<file path="config.mk">
export PLATFORM = sky130hd
export DESIGN_NAME = pipeline_debug_ctrl_flat
export DESIGN_NICKNAME = d
export VERILOG_FILES = /design/src/rtl/pipeline_debug_ctrl_pkg.sv /design/src/rtl/pipeline_debug_ctrl_if.sv /design/src/rtl/pipeline_debug_ctrl_serializer.sv /design/src/rtl/pipeline_debug_ctrl.sv /design/src/flat_wrapper.sv
export SDC_FILE = /design/constraint.sdc
export NUM_CORES = 1
export LEC_CHECK = 0
export ABC_AREA = 1
export CAP_MARGIN = 5
export CORE_MARGIN = 2
export CORE_UTILIZATION = 45
export DETAILED_ROUTE_END_ITERATION = 6
export GPL_TIMING_DRIVEN = 0
export PLACE_DENSITY = 0.71
export SYNTH_ARGS = -nofsm -noshare
export SYNTH_HDL_FRONTEND = slang
export SYNTH_SLANG_ARGS = --single-unit
</file>
<file path="constraint.sdc">
create_clock -name clk -period 5.9 [get_ports clk]
set_input_delay 1.18 -clock clk [delete_from_list [all_inputs] [get_ports clk]]
set_output_delay 1.18 -clock clk [all_outputs]
set_load 0.005 [all_outputs]
</file>
<file path="src/rtl/pipeline_debug_ctrl_pkg.sv">
// Shared definitions for the pipeline debug controller: host command codes,
// FSM state encoding and the dump source select.
package pipeline_debug_ctrl_pkg;

  localparam logic [7:0] CMD_CONT = 8'h43;  // 'C'
  localparam logic [7:0] CMD_STEP = 8'h53;  // 'S'
  localparam logic [7:0] CMD_REGS = 8'h52;  // 'R'
  localparam logic [7:0] CMD_INFO = 8'h50;  // 'P'

  typedef enum logic [2:0] {
    ST_IDLE,
    ST_RUN,
    ST_STEP,
    ST_LOAD,
    ST_WAIT,
    ST_SEND
  } state_t;

  typedef enum logic {
    SRC_REG,
    SRC_INFO
  } src_t;

endpackage

</file>
<file path="src/rtl/pipeline_debug_ctrl_if.sv">
// Byte stream valid/ready channel, used for both the command input and the
// transmit output of the debug controller.
interface pipeline_debug_ctrl_if;
  logic       valid;
  logic [7:0] data;
  logic       ready;

  modport master (output valid, output data, input ready);
  modport slave  (input valid, input data, output ready);
endinterface

</file>
<file path="src/rtl/pipeline_debug_ctrl_serializer.sv">
// Loads one datapath word and streams it out MSB-first as bytes over a
// valid/ready channel; pulses done on the handshake of the final byte.
module dbg_word_serializer #(
  parameter int NB_DATA = 32
) (
  input  logic                 clk,
  input  logic                 reset,
  input  logic                 load,
  input  logic [NB_DATA-1:0]   word,
  output logic                 done,
  pipeline_debug_ctrl_if.master tx
);

  localparam int N_BYTES = NB_DATA / 8;
  localparam int NB_IDX  = (N_BYTES > 1) ? $clog2(N_BYTES) : 1;

  logic [NB_DATA-1:0] shreg_reg;
  logic [NB_IDX-1:0]  byte_idx_reg;
  logic               active_reg;
  logic               fire;
  logic               last_byte;

  assign tx.valid  = active_reg;
  assign tx.data   = shreg_reg[NB_DATA-1 -: 8];
  assign fire      = active_reg && tx.ready;
  assign last_byte = (byte_idx_reg == NB_IDX'(N_BYTES - 1));
  assign done      = fire && last_byte;

  always_ff @(posedge clk or posedge reset) begin
    if (reset) begin
      shreg_reg    <= '0;
      byte_idx_reg <= '0;
      active_reg   <= 1'b0;
    end else if (load) begin
      shreg_reg    <= word;
      byte_idx_reg <= '0;
      active_reg   <= 1'b1;
    end else if (fire) begin
      // Data only moves on a handshake, so tx.data holds while stalled.
      shreg_reg    <= shreg_reg << 8;
      byte_idx_reg <= byte_idx_reg + NB_IDX'(1);
      if (last_byte) begin
        active_reg <= 1'b0;
      end
    end
  end

endmodule

</file>
<file path="src/rtl/pipeline_debug_ctrl.sv">
// Host debug sequencer: decodes command bytes to run/step the pipeline and
// dumps the register file or PC/cycle-count back as a byte stream.
module pipeline_debug_ctrl
  import pipeline_debug_ctrl_pkg::*;
#(
  parameter int NB_DATA     = 32,
  parameter int N_REGS      = 32,
  parameter int NB_REG_ADDR = 5
) (
  input  logic                   clk,
  input  logic                   reset,
  pipeline_debug_ctrl_if.slave   cmd,
  input  logic                   halt_detected,
  input  logic [NB_DATA-1:0]     cpu_pc,
  output logic                   cpu_enable,
  output logic [NB_REG_ADDR-1:0] dbg_reg_addr,
  input  logic [NB_DATA-1:0]     dbg_reg_data,
  pipeline_debug_ctrl_if.master  tx,
  output logic                   halted,
  output logic                   busy
);

  state_t                 state_reg, state_next;
  src_t                   src_reg, src_next;
  logic [NB_REG_ADDR-1:0] word_idx_reg, word_idx_next;
  logic [NB_REG_ADDR-1:0] last_reg, last_next;
  logic [NB_DATA-1:0]     pc_snap_reg, pc_snap_next;
  logic [NB_DATA-1:0]     cnt_snap_reg, cnt_snap_next;
  logic [NB_DATA-1:0]     cycle_count_reg;
  logic                   halted_reg, halted_next;
  logic                   cmd_fire;
  logic                   ser_load;
  logic                   ser_done;
  logic [NB_DATA-1:0]     ser_word;

  assign cmd.ready    = (state_reg == ST_IDLE);
  assign cmd_fire     = cmd.valid && cmd.ready;
  assign cpu_enable   = (state_reg == ST_RUN) || (state_reg == ST_STEP);
  assign busy         = (state_reg != ST_IDLE);
  assign halted       = halted_reg;
  assign dbg_reg_addr = word_idx_reg;

  // The register file read issued in LOAD is valid during WAIT.
  assign ser_load = (state_reg == ST_WAIT);
  assign ser_word = (src_reg == SRC_REG)      ? dbg_reg_data :
                    (word_idx_reg == '0)      ? pc_snap_reg  : cnt_snap_reg;

  dbg_word_serializer #(
    .NB_DATA (NB_DATA)
  ) u_serializer (
    .clk   (clk),
    .reset (reset),
    .load  (ser_load),
    .word  (ser_word),
    .done  (ser_done),
    .tx    (tx)
  );

  always_ff @(posedge clk or posedge reset) begin
    if (reset) begin
      state_reg       <= ST_IDLE;
      src_reg         <= SRC_REG;
      word_idx_reg    <= '0;
      last_reg        <= '0;
      pc_snap_reg     <= '0;
      cnt_snap_reg    <= '0;
      cycle_count_reg <= '0;
      halted_reg      <= 1'b0;
    end else begin
      state_reg    <= state_next;
      src_reg      <= src_next;
      word_idx_reg <= word_idx_next;
      last_reg     <= last_next;
      pc_snap_reg  <= pc_snap_next;
      cnt_snap_reg <= cnt_snap_next;
      halted_reg   <= halted_next;
      if (cpu_enable) begin
        cycle_count_reg <= cycle_count_reg + NB_DATA'(1);
      end
    end
  end

  always_comb begin
    state_next    = state_reg;
    src_next      = src_reg;
    word_idx_next = word_idx_reg;
    last_next     = last_reg;
    pc_snap_next  = pc_snap_reg;
    cnt_snap_next = cnt_snap_reg;
    halted_next   = halted_reg;

    case (state_reg)
      ST_IDLE: begin
        if (cmd_fire) begin
          case (cmd.data)
            CMD_CONT: if (!halted_reg) state_next = ST_RUN;
            CMD_STEP: if (!halted_reg) state_next = ST_STEP;
            CMD_REGS: begin
              state_next    = ST_LOAD;
              src_next      = SRC_REG;
              word_idx_next = '0;
              last_next     = NB_REG_ADDR'(N_REGS - 1);
            end
            CMD_INFO: begin
              state_next    = ST_LOAD;
              src_next      = SRC_INFO;
              word_idx_next = '0;
              last_next     = NB_REG_ADDR'(1);
              pc_snap_next  = cpu_pc;
              cnt_snap_next = cycle_count_reg;
            end
            default: ;
          endcase
        end
      end
      ST_RUN: begin
        if (halt_detected) begin
          state_next  = ST_IDLE;
          halted_next = 1'b1;
        end
      end
      ST_STEP: begin
        state_next = ST_IDLE;
        if (halt_detected) halted_next = 1'b1;
      end
      ST_LOAD: state_next = ST_WAIT;
      ST_WAIT: state_next = ST_SEND;
      ST_SEND: begin
        if (ser_done) begin
          if (word_idx_reg == last_reg) begin
            state_next = ST_IDLE;
          end else begin
            word_idx_next = word_idx_reg + NB_REG_ADDR'(1);
            state_next    = ST_LOAD;
          end
        end
      end
      default: state_next = ST_IDLE;
    endcase
  end

endmodule

</file>
<file path="src/flat_wrapper.sv">
// flat-port wrapper written by rule: the top's interface ports become plain ports
module pipeline_debug_ctrl_flat import pipeline_debug_ctrl_pkg::*;
#(
  parameter int NB_DATA     = 32,
  parameter int N_REGS      = 32,
  parameter int NB_REG_ADDR = 5
)
  (clk, reset, halt_detected, cpu_pc, cpu_enable, dbg_reg_addr, dbg_reg_data, halted, busy, cmd_valid, cmd_data, cmd_ready, tx_valid, tx_data, tx_ready);
  pipeline_debug_ctrl_if cmd_i ();
  pipeline_debug_ctrl_if tx_i ();
  input  logic clk;
  input  logic reset;
  input  logic halt_detected;
  input  logic [NB_DATA-1:0] cpu_pc;
  output logic cpu_enable;
  output logic [NB_REG_ADDR-1:0] dbg_reg_addr;
  input  logic [NB_DATA-1:0] dbg_reg_data;
  output logic halted;
  output logic busy;
  input wire logic [$bits(cmd_i.valid)-1:0] cmd_valid;
  input wire logic [$bits(cmd_i.data)-1:0] cmd_data;
  output wire logic [$bits(cmd_i.ready)-1:0] cmd_ready;
  output wire logic [$bits(tx_i.valid)-1:0] tx_valid;
  output wire logic [$bits(tx_i.data)-1:0] tx_data;
  input wire logic [$bits(tx_i.ready)-1:0] tx_ready;
  assign cmd_i.valid = cmd_valid;
  assign cmd_i.data = cmd_data;
  assign cmd_ready = cmd_i.ready;
  assign tx_valid = tx_i.valid;
  assign tx_data = tx_i.data;
  assign tx_i.ready = tx_ready;
  pipeline_debug_ctrl #(.NB_DATA(NB_DATA), .N_REGS(N_REGS), .NB_REG_ADDR(NB_REG_ADDR)) u_core (.clk(clk), .reset(reset), .cmd(cmd_i), .halt_detected(halt_detected), .cpu_pc(cpu_pc), .cpu_enable(cpu_enable), .dbg_reg_addr(dbg_reg_addr), .dbg_reg_data(dbg_reg_data), .tx(tx_i), .halted(halted), .busy(busy));
endmodule
</file>
## Word level (Yosys, flattened, before mapping)

Index checks and enable logic that the tools add are counted.

- $add $sub $neg: 3
- Eq/ne operators: 19
- Multipliers: 0
- Multiplexer cells: 24
- Order comparisons: 0
- Shift operators: 0
- Div/mod/pow operators: 0
- Bitwise operators: 0
- Reductions and logical operators: 19

Operators by type and width:

| kind | count |
|---|---|
| 32-bit two-way mux | 4 |
| 32-bit by 1-bit adder with 32-bit output (second input constant) | 1 |
| 8-bit by 7-bit == test with 1-bit output (second input constant) | 4 |
| 5-bit two-way mux | 4 |
| 5-bit one-hot mux with 2 select lines | 2 |
| 3-bit two-way mux | 5 |
| 3-bit one-hot mux with 5 select lines | 1 |
| 3-bit one-hot mux with 3 select lines | 1 |
| 2-bit inequality test (second input constant) | 4 |
| 2-bit nonzero test | 4 |
| 3-bit by 2-bit == test with 1-bit output (second input constant) | 2 |
| 3-bit == test (second input constant) | 2 |
| 2-bit two-way mux | 3 |
| 3-bit inequality test (second input constant) | 2 |
| 3-bit AND reduction | 2 |
| 6-bit AND reduction | 1 |
| 5-bit by 1-bit adder with 5-bit output (second input constant) | 1 |
| 5-bit == test | 1 |
| 5-bit zero test | 1 |
| 5-bit AND reduction | 1 |
| 4-bit inequality test (second input constant) | 1 |
| 2-bit AND reduction | 2 |
| 2-bit OR reduction | 2 |
| 3-bit by 1-bit == test with 1-bit output (second input constant) | 1 |
| other kinds (9) | 13 |

- Bits in writable memories: 0
- Logic and storage cells: 76
- Bits in latches: 0
- Register bits: 146
- Bits of input ports: 77
- Memory bits (read-only): 0
- Output and inout bits: 18
- Memories: 0

## Depth between registers and ports, before layout

- Word-level depth: 5
- Depth in mapped cells: 11
- Gate-level depth less buffers: 10

## Hierarchy

Synthesis repeated with hierarchy kept, for this count alone.

- Cells, all modules: 1047
- Area total of the unflattened synthesis: 7940.1 sq um

Modules (own cells, without submodules):

| module | sequential area each (sq um) | cells each | area an instance (sq um) | times used |
|---|---|---|---|---|
| pipeline_debug_ctrl | 2702.6 | 812 | 6142.1 | 1 |
| dbg_word_serializer | 875.8 | 235 | 1798.0 | 1 |

## Worst setup path after synthesis

No wires, ideal clock.

- Path type: input to register
- From: input port cmd_data[3]
- To: register u_core.cnt_snap_reg[1]
- Data arrival time: 2.080 ns
- Stages: 10
- Setup time: 0.117 ns
- Setup slack: 3.703 ns
- Buffers on the path: 2
- Required time: 5.783 ns
- Cells stage by stage: nor2_1 nand2_1 nor2_1 nand2_1 inv_2 nand2_2 buf_6 buf_2 nand2_1 nand2_1

- Cells in the longest elaborated chain, start to end: 2

Ends and longest elaborated chain:

| what | RTL line | source |
|---|---|---|
| from (decl) | flat_wrapper.sv:21 | `input wire logic [$bits(cmd_i.data)-1:0] cmd_data;` |
| 8-bit by 7-bit == test with 1-bit output | pipeline_debug_ctrl.sv:95 | `case (cmd.data)` |
| 3-bit AND reduction (no source line) | -- |  |
| to (signal assigned) | pipeline_debug_ctrl.sv:75 | `cnt_snap_reg <= cnt_snap_next;` |
| to (decl) | pipeline_debug_ctrl.sv:28 | `logic [NB_DATA-1:0] cnt_snap_reg, cnt_snap_next;` |

Every way passes these cells.
A chain may end at the register's enable or synchronous reset.

## Worst setup path in the final report

- From: register u_core.state_reg[0]
- To: output port cpu_enable

- Cells in the longest elaborated chain, start to end: 2
- Elaborated cells on any way between the ends: 3
- Classes of those cells: eq/ne (2); reduce/logical (1)

Ends and longest elaborated chain:

| what | RTL line | source |
|---|---|---|
| from (decl) | pipeline_debug_ctrl.sv:23 | `state_t state_reg, state_next;` |
| from (signal assigned) | pipeline_debug_ctrl.sv:70 | `state_reg <= state_next;` |
| 3-bit by 1-bit == test with 1-bit output or 3-bit by 2-bit == test with 1-bit output (tied branches) | pipeline_debug_ctrl.sv:38 | `assign cpu_enable = (state_reg == ST_RUN) \|\| (state_reg == ST_STEP);` |
| 1-bit logical OR (*) | pipeline_debug_ctrl.sv:38 |  |
| to (decl) | flat_wrapper.sv:15 | `output logic cpu_enable;` |

Every way passes the cells marked *; elsewhere a longest branch is shown, timed or not.

==> results.cfg <==
[critical_path]
start_kind = register
crit_fanout = 10
cp-end-kind = output pin
path_class = register to output pin
r2r-start = u_core.dbg_reg_addr[0]
cp.arrival_ns = 1.95
reg2reg_to = u_core.u_serializer.shreg_reg[9]
rrSetupSlack_ns = 3.88
worst-endpoint-required_ns = 4.72
r2r_cells = 8

[global_route]
overflow = 0
grt_max_degree = 86
grt_use_total_pct = 24.22
grt_pass1_wl_um = 32960
grt_antenna_before_repair = 0
grt_pass1_vias = 6432

[synthesis]
synthTopCellsByArea = dfrtp_1, nand2_1, nand3_1
async_flop_share_pct = 100.0
netlist.area_leader.share_pct = 48.80
yosys_most_used_dff = dfrtp_1
synth_edf_count = 0
syn-num-nets = 1043
seq_area_frac_synth_pct = 48.80
ys_warn_count = 0
post-synth-top-area-cell = dfrtp_1
synthesis.instances = 962
syn_avg_cell_area_sq_um = 7.623
ys_ff_latch = 143
syn-cell-area_sq_um = 7333
synth_cell_types = 33

[clock_network]
clock-sinks = 143
clockBufferDepth = 2
cts.clk_slew.worst_paths_ns = 0.06
cts_resized = 0
insertion_delay_ns = 0.43
holdBufCountCts = 0
cts_buffers = 17
postCtsSetupBuffers = 0
cts_tree = yes
clockRootBuffer = clkbuf_16
h-tree-depth = 4

[floorplan]
die_h_um = 131.7
coreArea_sq_um = 15890
dieArea_sq_um = 17330
row_count = 46
start_util_pct = 46.16
die_w_um = 131.7
ios = 95

[cells_and_area]
layout_commonest_cell = nand2_1
antennaDiodeCount = 0
fillers = 1462
drive_gt1_share_pct = 8.264
final_nets = 1157
utilization_pct = 57.94
final_cell_area_sq_um = 9204
layout_common_cells = nand2_1, dfrtp_1, nand3_1, clkdlybuf4s50_1, nor2_1
syn2layout_area_growth_pct = 25.51

[timing]
period_minus_slack_ns = 3.127
holdWs_ns = 0.4715
slew_headroom_pct = 46.50
finalHoldViolCount = 0
skew_ns = 0.007683
setup_viol = 0
tightest_slew_ns = 0.8025
max_freq_mhz = 319.8
setup-tns-final_ns = 0
drv_slew = 0
timing.final.crit_share_pct = 52.99
rsz0062_at_grt = no
setup_slack_ns = 2.773

[power_and_ir_drop]
ir_drop_mv = 0.2213
p_per_area_nw_per_um2 = 334.2
leakage_uw = 0.004545

[worst_hold_path]
hold_start = u_core.pc_snap_reg[29]
min_to = u_core.pc_snap_reg[29]
holdPathStages = 2
hp-class = register to register

[route]
wl_per_cell_um = 15.41
firstDrtPassIters = 5
drcViolationCount = 0
via_per_inst = 5.097
drtIter0Drc = 498
dr_total_vias = 6651
wl_um = 20120
ant_nets = 0

[placement]
dp_hpwl_um = 15070
port_buffers = 94
dp_slack_ns = 2.898
gp_congestion = 0.8703
place_area_sq_um = 8577

[status]
status = complete, no violations

[run]
cap_violations = 0
## critical path, stage by stage, from the launching register on
cell and delay (ns):
dfrtp_1 0.45, nand2_1 0.11, nand2_1 0.08, nor2_4 0.16
buf_4 0.20, clkdlybuf4s50_1 0.51
## metrics by stage
stage | std cells | total power, uW
after global routing | 1305 | 3237
after CTS | 1305 | 3089
after detailed placement | 1273 | 1956
after floorplan | 962 | 1661
after global placement | 1272 | 1945
final | 1305 | 3076
## kinds of logic (layout without fill, tap and decap cells)
group	after synthesis	after routing	share of synthesized area [%]
flip-flops	143	143	48.80
XOR/XNOR	23	23	2.747
AO/OA/AOI/OAI	89	89	7.661
adder cells (fa/ha/maj)	4	4	0.6825
buffers and inverters	132	259	7.968
AND/OR/NAND/NOR	571	571	32.14
## metal layers
metal | part of all wire, % | global-route usage (%)
met5 | 0 | 0
met4 | 1.7 | 6.944
met3 | 6.0 | 4.823
met2 | 48 | 39.35
met1 | 45 | 33.02
## worst max-delay path by stage
stage / startpoint / to / slack, ns / cells after the start
5_1_grt: u_core.state_reg[0] / cpu_enable / 2.67 / 5
4_1_cts: u_core.state_reg[0] / cpu_enable / 2.75 / 5
2_1_floorplan: reset / u_core.cnt_snap_reg[0] / 0.88 / 1
6_report: u_core.state_reg[0] / cpu_enable / 2.77 / 5
3_3_place_gp: reset / u_core.u_serializer.shreg_reg[26] / -1.21 / 2
3_5_place_dp: tx_ready / u_core.dbg_reg_addr[2] / 2.90 / 10
## final cells by class
| class | count | area [sq um] | area share, % |
|---|---|---|---|
| Inverter | 83 | 316.6 | 3.439 |
| Timing Repair Buffer | 95 | 968.4 | 10.52 |
| Sequential cell | 143 | 3578 | 38.88 |
| Buffer | 49 | 272.8 | 2.964 |
| Clock inverter | 12 | 160.2 | 1.740 |
| Tap cell | 216 | 270.3 | 2.936 |
| Clock buffer | 20 | 466.7 | 5.071 |
| Multi-Input combinational cell | 687 | 3171 | 34.45 |
## Yosys cell counts (13+ instances only)
cell	number
buf_2	14
inv_1	76
xor2_1	17
o21ai_0	16
o21ai_1	23
o211ai_1	25
clkbuf_1	18
buf_4	13
nor2_1	88
nand3_1	105
nand2_1	354
dfrtp_1	143
## where the power goes
| part | total, uW | internal, uW | switching [uW] |
|---|---|---|---|
| combinational | 763 | 311 | 452 |
| sequential | 1180 | 1100 | 86.0 |
| clock | 1130 | 700 | 432 |
| total | 3080 | 2110 | 969 |
No activity file was read; power rests on OpenSTA's default activity.
